$ cat src/rtl/hazard_scoreboard_unit.sv
// Hazard unit for the 5-stage pipe: forwarding, load-use, branch, memory-freeze and divider scoreboard.
// Optional saturating stall/flush counters are built when HAZARD_PERF_CNT_EN is defined.

module hsu_fwd_lane #(
    parameter int REG_AW = 5
) (
    input  logic [REG_AW-1:0] rs_e_i,
    input  logic [REG_AW-1:0] rs_d_i,
    input  logic [REG_AW-1:0] rd_m_i,
    input  logic [REG_AW-1:0] rd_w_i,
    input  logic              wr_m_i,
    input  logic              wr_w_i,
    output logic [1:0]        fwd_e_o,
    output logic              fwd_d_o
);
    always_comb begin
        fwd_e_o = 2'b00;
        if (wr_m_i && rs_e_i == rd_m_i && rs_e_i != '0)
            fwd_e_o = 2'b10;
        else if (wr_w_i && rs_e_i == rd_w_i && rs_e_i != '0)
            fwd_e_o = 2'b01;
    end

    assign fwd_d_o = wr_w_i && rs_d_i == rd_w_i && rs_d_i != '0;
endmodule

`ifdef HAZARD_PERF_CNT_EN
module hsu_sat_cnt #(
    parameter int CNT_W = 32
) (
    input  logic             clk,
    input  logic             rst_n,
    input  logic             inc_i,
    output logic [CNT_W-1:0] cnt_o
);
    logic [CNT_W-1:0] cnt_q;

    always_ff @(posedge clk) begin
        if (!rst_n)
            cnt_q <= '0;
        else if (inc_i && cnt_q != '1)
            cnt_q <= cnt_q + 1'b1;
    end

    assign cnt_o = cnt_q;
endmodule
`endif

module hazard_scoreboard_unit #(
    parameter int REG_AW = 5,
    parameter int CNT_W  = 32
) (
    input  logic              clk,
    input  logic              rst_n,
    input  logic [REG_AW-1:0] Rs1D,
    input  logic [REG_AW-1:0] Rs2D,
    input  logic [REG_AW-1:0] RdD,
    input  logic              RegWriteD,
    input  logic              IsDivD,
    input  logic [REG_AW-1:0] Rs1E,
    input  logic [REG_AW-1:0] Rs2E,
    input  logic [REG_AW-1:0] RdE,
    input  logic              PCSrcE,
    input  logic              ResultSrcE0,
    input  logic              DivStartE,
    input  logic [REG_AW-1:0] RdM,
    input  logic [REG_AW-1:0] RdW,
    input  logic              RegWriteM,
    input  logic              RegWriteW,
    input  logic              MemReqM,
    input  logic              MemReadyM,
    input  logic              DivValidW,
    input  logic [REG_AW-1:0] DivRdW,
    output logic [1:0]        ForwardAE,
    output logic [1:0]        ForwardBE,
    output logic              Forwardr1D,
    output logic              Forwardr2D,
    output logic              StallF,
    output logic              StallD,
    output logic              StallE,
    output logic              StallM,
    output logic              FlushD,
    output logic              FlushE,
    output logic              FlushW,
    output logic [CNT_W-1:0]  LoadStallCnt,
    output logic [CNT_W-1:0]  DivStallCnt,
    output logic [CNT_W-1:0]  MemStallCnt,
    output logic [CNT_W-1:0]  FlushCnt,
    output logic              DivBusy
);
    localparam int NUM_REGS = 2 ** REG_AW;

    // ---------------- forwarding, one lane per source operand ----------------
    logic [1:0][REG_AW-1:0] rs_e, rs_d;
    logic [1:0][1:0]        fwd_e;
    logic [1:0]             fwd_d;

    assign rs_e = {Rs2E, Rs1E};
    assign rs_d = {Rs2D, Rs1D};

    for (genvar g = 0; g < 2; g++) begin : g_fwd
        hsu_fwd_lane #(.REG_AW(REG_AW)) u_lane (
            .rs_e_i  (rs_e[g]),
            .rs_d_i  (rs_d[g]),
            .rd_m_i  (RdM),
            .rd_w_i  (RdW),
            .wr_m_i  (RegWriteM),
            .wr_w_i  (RegWriteW),
            .fwd_e_o (fwd_e[g]),
            .fwd_d_o (fwd_d[g])
        );
    end

    assign ForwardAE  = fwd_e[0];
    assign ForwardBE  = fwd_e[1];
    assign Forwardr1D = fwd_d[0];
    assign Forwardr2D = fwd_d[1];

    // ---------------- divider scoreboard ----------------
    logic [NUM_REGS-1:0] busy_q, busy_d;
    logic                div_busy_q, div_busy_d;
    logic [NUM_REGS-1:0] sb_busy;
    logic                sb_div;
    logic                div_accept;

    // Scoreboard reads are masked while reset is held so stale state never stalls.
    assign sb_busy = busy_q & {NUM_REGS{rst_n}};
    assign sb_div  = div_busy_q & rst_n;

    // A start while busy is illegal upstream; dropping it keeps the scoreboard consistent.
    assign div_accept = DivStartE && !StallE && !div_busy_q;

    always_comb begin
        busy_d     = busy_q;
        div_busy_d = div_busy_q;
        if (DivValidW) begin
            div_busy_d     = 1'b0;
            busy_d[DivRdW] = 1'b0;
        end
        if (div_accept) begin
            div_busy_d  = 1'b1;
            busy_d[RdE] = 1'b1;
        end
        busy_d[0] = 1'b0;
    end

    always_ff @(posedge clk) begin
        if (!rst_n) begin
            busy_q     <= '0;
            div_busy_q <= 1'b0;
        end else begin
            busy_q     <= busy_d;
            div_busy_q <= div_busy_d;
        end
    end

    assign DivBusy = div_busy_q;

    // ---------------- hazard detection ----------------
    logic mem_stall, load_hz, div_hz;
    logic div_hz_sb, div_hz_fly, div_hz_issue;

    assign mem_stall = MemReqM && !MemReadyM;
    assign load_hz   = ResultSrcE0 && RdE != '0 && (Rs1D == RdE || Rs2D == RdE);

    assign div_hz_sb    = sb_busy[Rs1D] || sb_busy[Rs2D] || (RegWriteD && sb_busy[RdD]);
    // Covers the cycle before the busy bit becomes visible.
    assign div_hz_fly   = DivStartE && RdE != '0 &&
                          (RdE == Rs1D || RdE == Rs2D || (RegWriteD && RdE == RdD));
    assign div_hz_issue = IsDivD && (sb_div || DivStartE);
    assign div_hz       = div_hz_sb || div_hz_fly || div_hz_issue;

    always_comb begin
        StallF = 1'b0;
        StallD = 1'b0;
        StallE = 1'b0;
        StallM = 1'b0;
        FlushD = 1'b0;
        FlushE = 1'b0;
        FlushW = 1'b0;
        if (mem_stall) begin
            StallF = 1'b1;
            StallD = 1'b1;
            StallE = 1'b1;
            StallM = 1'b1;
            FlushW = 1'b1;
        end else if (PCSrcE) begin
            FlushD = 1'b1;
            FlushE = 1'b1;
        end else if (load_hz || div_hz) begin
            StallF = 1'b1;
            StallD = 1'b1;
            FlushE = 1'b1;
        end
    end

    // ---------------- performance counters ----------------
`ifdef HAZARD_PERF_CNT_EN
    logic [3:0]            cnt_ev;
    logic [3:0][CNT_W-1:0] cnt;

    // Events count only when they win priority in that cycle.
    assign cnt_ev[0] = load_hz && !mem_stall && !PCSrcE;
    assign cnt_ev[1] = div_hz && !mem_stall && !PCSrcE;
    assign cnt_ev[2] = mem_stall;
    assign cnt_ev[3] = PCSrcE && !mem_stall;

    for (genvar g = 0; g < 4; g++) begin : g_cnt
        hsu_sat_cnt #(.CNT_W(CNT_W)) u_cnt (
            .clk   (clk),
            .rst_n (rst_n),
            .inc_i (cnt_ev[g]),
            .cnt_o (cnt[g])
        );
    end

    assign LoadStallCnt = cnt[0];
    assign DivStallCnt  = cnt[1];
    assign MemStallCnt  = cnt[2];
    assign FlushCnt     = cnt[3];
`else
    assign LoadStallCnt = '0;
    assign DivStallCnt  = '0;
    assign MemStallCnt  = '0;
    assign FlushCnt     = '0;
`endif
endmodule

$ cat config.mk
export PLATFORM = sky130hd
export DESIGN_NAME = hazard_scoreboard_unit
export DESIGN_NICKNAME = d
export VERILOG_FILES = /design/src/rtl/hazard_scoreboard_unit.sv
export SDC_FILE = /design/constraint.sdc
export NUM_CORES = 1
export LEC_CHECK = 0
export BUFFER_PORTS_ARGS = -buffer_cell sky130_fd_sc_hd__buf_2
export CAP_MARGIN = 5
export CORE_ASPECT_RATIO = 2
export CORE_MARGIN = 2
export CORE_UTILIZATION = 42
export CTS_BUF_LIST = sky130_fd_sc_hd__clkbuf_4
export DETAILED_ROUTE_END_ITERATION = 8
export GPL_ROUTABILITY_DRIVEN = 1
export PLACE_DENSITY_LB_ADDON = 0.08
export SLEW_MARGIN = 25
export SYNTH_ARGS = -nofsm -noshare
export SYNTH_HDL_FRONTEND = slang
export SYNTH_HIERARCHICAL = 1
export SYNTH_SLANG_ARGS = --single-unit
$ cat constraint.sdc
create_clock -name clk -period 5.2 [get_ports clk]
set_input_delay 0.52 -clock clk [delete_from_list [all_inputs] [get_ports clk]]
set_output_delay 0.52 -clock clk [all_outputs]
set_load 0.03 [all_outputs]
==> results of run 1 <==
-- critical path: stages --
cell and delay (ns):
buf_2 0.33, mux4_1 0.61, nand4_1 0.11, nand3_1 0.07, a311o_1 0.31, a2111oi_4 0.42
a31oi_1 0.15, buf_2 0.20
-- Yosys cell counts, drive strengths merged (5+ instances only) --
cell type and instances:
nor2 10, dfxtp 32, a32o 5, xor2 22, nand2 17, nor3 7, nand3 16, o211ai 21
nand4b 7, nor3b 5, nand2b 8, buf 142, mux2 5, nor4 6, inv 10, xnor2 21
nand3b 9, o21ai 27, nand4 9, mux4 15, nor2b 6, mux2i 12, clkbuf 13
-- sequential cells by signal, indices dropped and copies added (netlist names) --
name / cells
DivBusy: 1
busy_q: 31
-- area by class of cell --
cell class              instances  area, µm²
diodes                          1       2.50
fillers                       977       5360
flip-flops and latches         32        641
inverters                      10       37.5
clock buffers                   5       37.5
clock inverters                 3       42.5
repair buffers                 71        358
well taps                     104        130
multi-input cells             402       2650
-- through the flow --
stage          utilization  power, W  hold WS (ns)  cells  setup WS [ns]
4_1_cts              0.421  0.000756         0.518    627           1.97
2_1_floorplan            -  0.000565         0.462    599           2.12
3_3_place_gp         0.412  0.000556         0.495    619           2.01
6_report             0.421  0.000755         0.509    628           1.95
3_5_place_dp         0.412  0.000557         0.512    619           1.97
5_1_grt              0.421  0.000788         0.540    628           1.88
-- kinds of logic (layout without fill, tap and decap cells) --
logic type	after synthesis	count (layout)
multiplexers	32	32
AND/OR/NAND/NOR	118	118
XOR/XNOR	43	43
AO/OA/AOI/OAI	81	81
flip-flops	32	32
other	1	129
buffers and inverters	165	89
-- cells in the final DEF, fill, tap and decap left out, types with 12 or more instances in the layout --
cell type / Yosys / routed
xnor2_1: 21 / 21
nand3_1: 16 / 16
mux4_2: 13 / 13
o211ai_1: 21 / 21
dfxtp_1: 32 / 32
xor2_1: 22 / 22
buf_2: 6 / 70
mux2i_1: 12 / 12
nand2_1: 17 / 17
o21ai_0: 25 / 25
conb_1: 1 / 128
-- routing by layer --
layer / global-route usage / part of all wire / vias up
li1: - / - / 1550
met1: 0.207 / 0.32 / 1557
met2: 0.418 / 0.58 / 177
met3: 0.0172 / 0.058 / 29
met4: 0.126 / 0.047 / 0
met5: 0 / 0 / -
-- path summary, 6_finish.rpt --
check	from	end	slack (ns)	depth (start not counted)
worst min register to register	busy_q[16]$_SDFF_PN0_	busy_q[16]$_SDFF_PN0_	0.53	2
worst max-delay path	Rs2D[0]	StallF	1.95	8
worst max register to register	DivBusy$_SDFFE_PN0P_	busy_q[20]$_SDFF_PN0_	3.64	3
worst min-delay path	DivValidW	DivBusy$_SDFFE_PN0P_	0.51	3
-- where the power goes --
part	switching, W	internal (W)	leakage, nW
Combinational	0.000234	0.0000675	1.41
Sequential	0.00000330	0.000248	0.258
Clock	0.000102	0.000100	0.0412
Total	0.000340	0.000415	1.71
==> flow_metrics.py, run 1 <==
metrics = {
    "floorplan": {
        "rows": 50,
        "start_util": 0.426,
        "core_um2": 9260,
        "die_w_um": 72.6,
        "ioPinCount": 199,
        "dieArea_um2": 10200,
        "dieHeight_um": 141,
    },
    "cts": {
        "numCtsBuffers": 5,
        "post_cts_buffers": 0,
        "tritoncts": "yes",
        "clk_latency_ns": 0.37,
        "h-tree-depth": 2,
        "clkSinkCount": 32,
        "clk_pin_slew_ns": 0.11,
        "root_buffer": "clkbuf_4",
        "clockBufferDepth": 2,
        "postCtsHoldBufs": 0,
        "post_cts_resized": 0,
    },
    "sta": {
        "setup_viol": 0,
        "period_needed_ns": 3.25,
        "maxSlewHeadroom": 0.422,
        "worst_slew_pin_slew_ns": 0.865,
        "timing.fmax_mhz": 308,
        "drv_slew": 0,
        "period_share": 0.624,
        "rsz0062_at_grt": "no",
        "skew_ns": 0.0113,
        "finalSetupTns_ns": 0,
        "hold_violations": 0,
    },
    "place": {
        "gp_congestion": 0.828,
        "dp_hpwl_um": 9320,
        "dpl_cell_area_um2": 3810,
        "port_buffers": 70,
    },
    "worst_setup_path": {
        "endpoint_kind": "output port",
        "critPathRequiredTime_ns": 4.68,
        "worstPathArrival_ns": 2.73,
        "worstSetupPathType": "input port to output port",
        "start_kind": "input port",
        "path_max_fanout": 14,
    },
    "global_routing": {
        "grt_pass1_vias": 3041,
        "grt_use_total": 0.215,
        "antenna_found_initial": 1,
        "grt_pass1_wl_um": 16700,
        "grt_max_degree": 34,
        "grt-ovfl-total": 0,
    },
    "logic_synthesis": {
        "synth-seq-cells": 32,
        "yosys.area_share.simple": 0.177,
        "yosys_warnings": 6,
        "synthXorXnorAreaFrac": 0.0954,
        "yosysTopAreaCellShare": 0.249,
        "yosysTopAreaCell": "buf_4",
        "synth_top_family_by_area": "buffers and inverters",
        "synth_compound_area_frac": 0.145,
        "ys.flop_type": "dfxtp_1",
        "synthArstFlopShare": 0,
        "ys_types": 53,
        "ys_seq_area_frac": 0.162,
        "synth.area.mux_share": 0.132,
        "synth.area.top_cells": "buf_4 (25%), dfxtp_1 (16%), mux4_2 (7.4%)",
        "syn_area_per_cell_um2": 8.36,
        "synth_edf_count": 0,
        "synth_adder_area_share": 0,
        "syn_area_um2": 3950,
        "netlist_instances": 472,
    },
    "status": {
        "outcome": "completed",
    },
    "drt": {
        "ant_nets": 0,
        "first_iter_violations": 135,
        "avgRoutedWirePerCell_um": 18.0,
        "routed_wl_um": 11300,
        "vias": 3313,
        "post-route-drc-count": 0,
        "vias_per_cell": 5.28,
        "dr.pass1.iters": 5,
    },
    "final_layout": {
        "post-route-cell-area_um2": 3900,
        "layout.nets": 579,
        "syn2layout_area_growth_pct": -1.27,
        "layout-drive-gt1-share": 0.195,
    },
    "flow_run": {
        "drv_cap": 0,
    },
    "power_and_ir_drop": {
        "ir_drop_mv": 0.159,
        "cellPowerDensity_nw_per_um2": 194,
        "power_leakage_nw": 1.71,
    },
    "hold_path": {
        "hold_path_class": "input port to flip-flop",
    },
}
Note: power is estimated with default switching activity, not from simulation.
==> inputs of run 2 (changes only) <==
Settings changed: ABC_AREA set to 1.
Clock period 5.2 ns to 3 ns, I/O delays scaled along.
==> run 2 against run 1 <==
Net effect:
- sequential power rose by 72%
- core utilization rose by 0.49 points
- critical path depth rose by 7
- die area rose by 7.9%
- via count rose by 44%
- combinational power rose by 97%
- synthesized area rose by 8.2%
- worst setup slack got worse by 1.4 ns
- critical path type unchanged
- critical endpoint is now StallD
- largest cell class unchanged
- highest routed layer unchanged
==> flow_metrics.py, run 2 <==
metrics = {
    "status": {
        "outcome": "completed",
    },
    "logic_synthesis": {
        "yosysMostFrequentCell": "nand2_1",
        "synth.area.top_cells": "buf_4 (23%), nand2_1 (18%), dfxtp_1 (15%)",
        "ys_seq_area_frac": 0.150,
        "syn_area_um2": 4270,
        "netlist_instances": 756,
        "yosysTopAreaCellShare": 0.234,
        "ys.flop_type": "dfxtp_1",
        "yosysTopAreaCell": "buf_4",
        "netlist_top_cells_count": "nand2_1 (207), buf_4 (133), nand3_1 (109)",
        "ys_types": 27,
        "yosys_warnings": 6,
        "synth_edf_count": 0,
        "syn_area_per_cell_um2": 5.65,
        "synth-seq-cells": 32,
        "synthArstFlopShare": 0,
    },
    "cts": {
        "clk_latency_ns": 0.37,
        "h-tree-depth": 2,
        "clockBufferDepth": 2,
        "post_cts_resized": 0,
        "numCtsBuffers": 5,
        "clk_pin_slew_ns": 0.11,
        "postCtsHoldBufs": 0,
        "tritoncts": "yes",
        "clkSinkCount": 32,
        "root_buffer": "clkbuf_4",
        "post_cts_buffers": 0,
    },
    "worst_setup_path": {
        "endpoint_kind": "output port",
        "critPathRequiredTime_ns": 2.70,
        "crit_start": "rst_n",
        "worst-r2r-setup-slack_ns": 1.39,
        "worst-path-buf-inv": 4,
        "cp-endpoint": "StallD",
        "crit_cells": 15,
        "critPathTopFamily": "simple AND/OR/NAND/NOR gates",
        "rr_endpoint": "busy_q[10]$_SDFF_PN0_",
        "worstSetupPathType": "input port to output port",
        "cp_slowest_cell": "buf_12",
        "start_kind": "input port",
        "reg2regPathDepth": 5,
        "crit_chain": "buf_2, buf_12, nand2_1, inv_1, nand2_1, nand3_1, nand3_1, nand3_1, nand2_1, nand2_1, nand3_1, nand3_1, nand2_1, nand2_1, buf_2",
        "worstPathArrival_ns": 2.12,
        "cp_common_cell": "nand2_1",
        "r2r-start": "DivBusy$_SDFFE_PN0P_",
        "path_max_fanout": 42,
        "critPathMaxStageDelay_ns": 0.26,
    },
    "final_layout": {
        "syn2layout_area_growth_pct": -0.117,
        "top_register": "busy_q",
        "final_common_cell": "nand2_1",
        "largest_reg_flops": 31,
        "fin_cells": 949,
        "num-fill-cells": 1183,
        "layout.nets": 869,
        "final_cell_mix": "nand2_1 (207), conb_1 (128), nand3_1 (109)",
        "layout-drive-gt1-share": 0.149,
    },
    "drt": {
        "dr.pass1.iters": 6,
        "avgRoutedWirePerCell_um": 15.7,
        "post-route-drc-count": 0,
        "routed_wl_um": 14900,
        "ant_nets": 0,
        "vias": 4767,
        "first_iter_violations": 362,
        "vias_per_cell": 5.02,
    },
    "global_routing": {
        "grt_max_degree": 43,
        "grt_pass1_wl_um": 22300,
        "grt_use_total": 0.271,
        "grt_pass1_vias": 4334,
        "grt-ovfl-total": 0,
        "antenna_found_initial": 1,
    },
    "sta": {
        "setup_viol": 0,
        "period_share": 0.808,
        "hold_violations": 0,
        "maxSlewHeadroom": 0.607,
        "worst_slew_pin_slew_ns": 0.588,
        "skew_ns": 0.00591,
        "rsz0062_at_grt": "no",
        "drv_slew": 0,
        "timing.fmax_mhz": 412,
        "period_needed_ns": 2.42,
        "finalSetupTns_ns": 0,
    },
    "floorplan": {
        "ioPinCount": 199,
        "rows": 52,
        "die_w_um": 75.3,
        "dieHeight_um": 147,
        "core_um2": 10000,
        "dieArea_um2": 11000,
        "start_util": 0.426,
    },
    "power_and_ir_drop": {
        "ir_drop_mv": 0.141,
        "power_leakage_nw": 2.47,
        "cellPowerDensity_nw_per_um2": 323,
    },
    "place": {
        "place_inst": 940,
        "port_buffers": 70,
        "dp_hpwl_um": 12100,
        "gp_congestion": 0.959,
    },
    "hold_path": {
        "hold_path_class": "input port to flip-flop",
        "min_path_cells": 2,
    },
    "flow_run": {
        "drv_cap": 0,
    },
}
-- run 2: cell count changes in the layout (fill, tap and decap cells not counted), sizes merged, moves of 17 or more --
cell    change
a21oi      +17
o211ai     -20
xor2       -18
inv        +80
nand3      +93
nand2     +200
nor2       +54
xnor2      -19
-- run 2: kinds of logic (layout without fill, tap and decap cells) --
group                     count (synthesis)  count (layout)  synth area share
and+or+nand+nor                         395             395             0.395
other                                     1             129          0.000878
buffers and inverters                   240             170             0.338
DFF                                      32              32             0.150
AOI/OAI and AO/OA                        82              82             0.103
xor gates and xnor gates                  6               6            0.0123
-- run 2: power breakdown --
part           leakage, nW  switching [W]  internal, W  total, W
Combinational         2.17       0.000477     0.000115  0.000592
Sequential           0.258     0.00000272     0.000430  0.000432
Clock               0.0412       0.000179     0.000174  0.000353
Total                 2.47       0.000659     0.000718   0.00138
-- run 2: layer usage --
metal / global-route usage / vias up / share of wire
met3: 0.0200 / 73 / 0.061
li1: - / 2240 / -
met4: 0.180 / 0 / 0.070
met5: 0 / - / 0
met1: 0.260 / 2147 / 0.30
met2: 0.510 / 307 / 0.57
-- run 2: cell type report --
class	count	area, µm²	share of cell area
antenna	1	2.50	0.000587
inverter	91	342	0.0801
clock inverter	3	42.5	0.00997
multi-input combinational	611	2660	0.624
sequential	32	641	0.150
timing repair buffer	71	370	0.0868
tap	135	169	0.0396
clock buffer	5	37.5	0.00880
-- run 2: worst min-delay path by stage --
stage | startpoint | endpoint | slack, ns
CTS | DivValidW | DivBusy$_SDFFE_PN0P_ | 0.17
global placement | DivBusy$_SDFFE_PN0P_ | DivBusy$_SDFFE_PN0P_ | 0.50
detailed placement | DivBusy$_SDFFE_PN0P_ | DivBusy$_SDFFE_PN0P_ | 0.53
global route | DivValidW | DivBusy$_SDFFE_PN0P_ | 0.20
floorplan | DivValidW | DivBusy$_SDFFE_PN0P_ | 0.41
finish | DivValidW | DivBusy$_SDFFE_PN0P_ | 0.18
-- run 2: per-stage QoR --
stage	utilization	instance area [µm²]	total power, W	setup WS [ns]	hold WS (ns)
2_1_floorplan	-	4750	0.00102	1.01	0.411
3_3_place_gp	0.418	4180	0.00102	0.601	0.497
3_5_place_dp	0.418	4180	0.00102	0.593	0.526
4_1_cts	0.426	4260	0.00137	0.589	0.168
5_1_grt	0.426	4270	0.00145	0.396	0.204
6_report	0.426	4270	0.00138	0.575	0.179
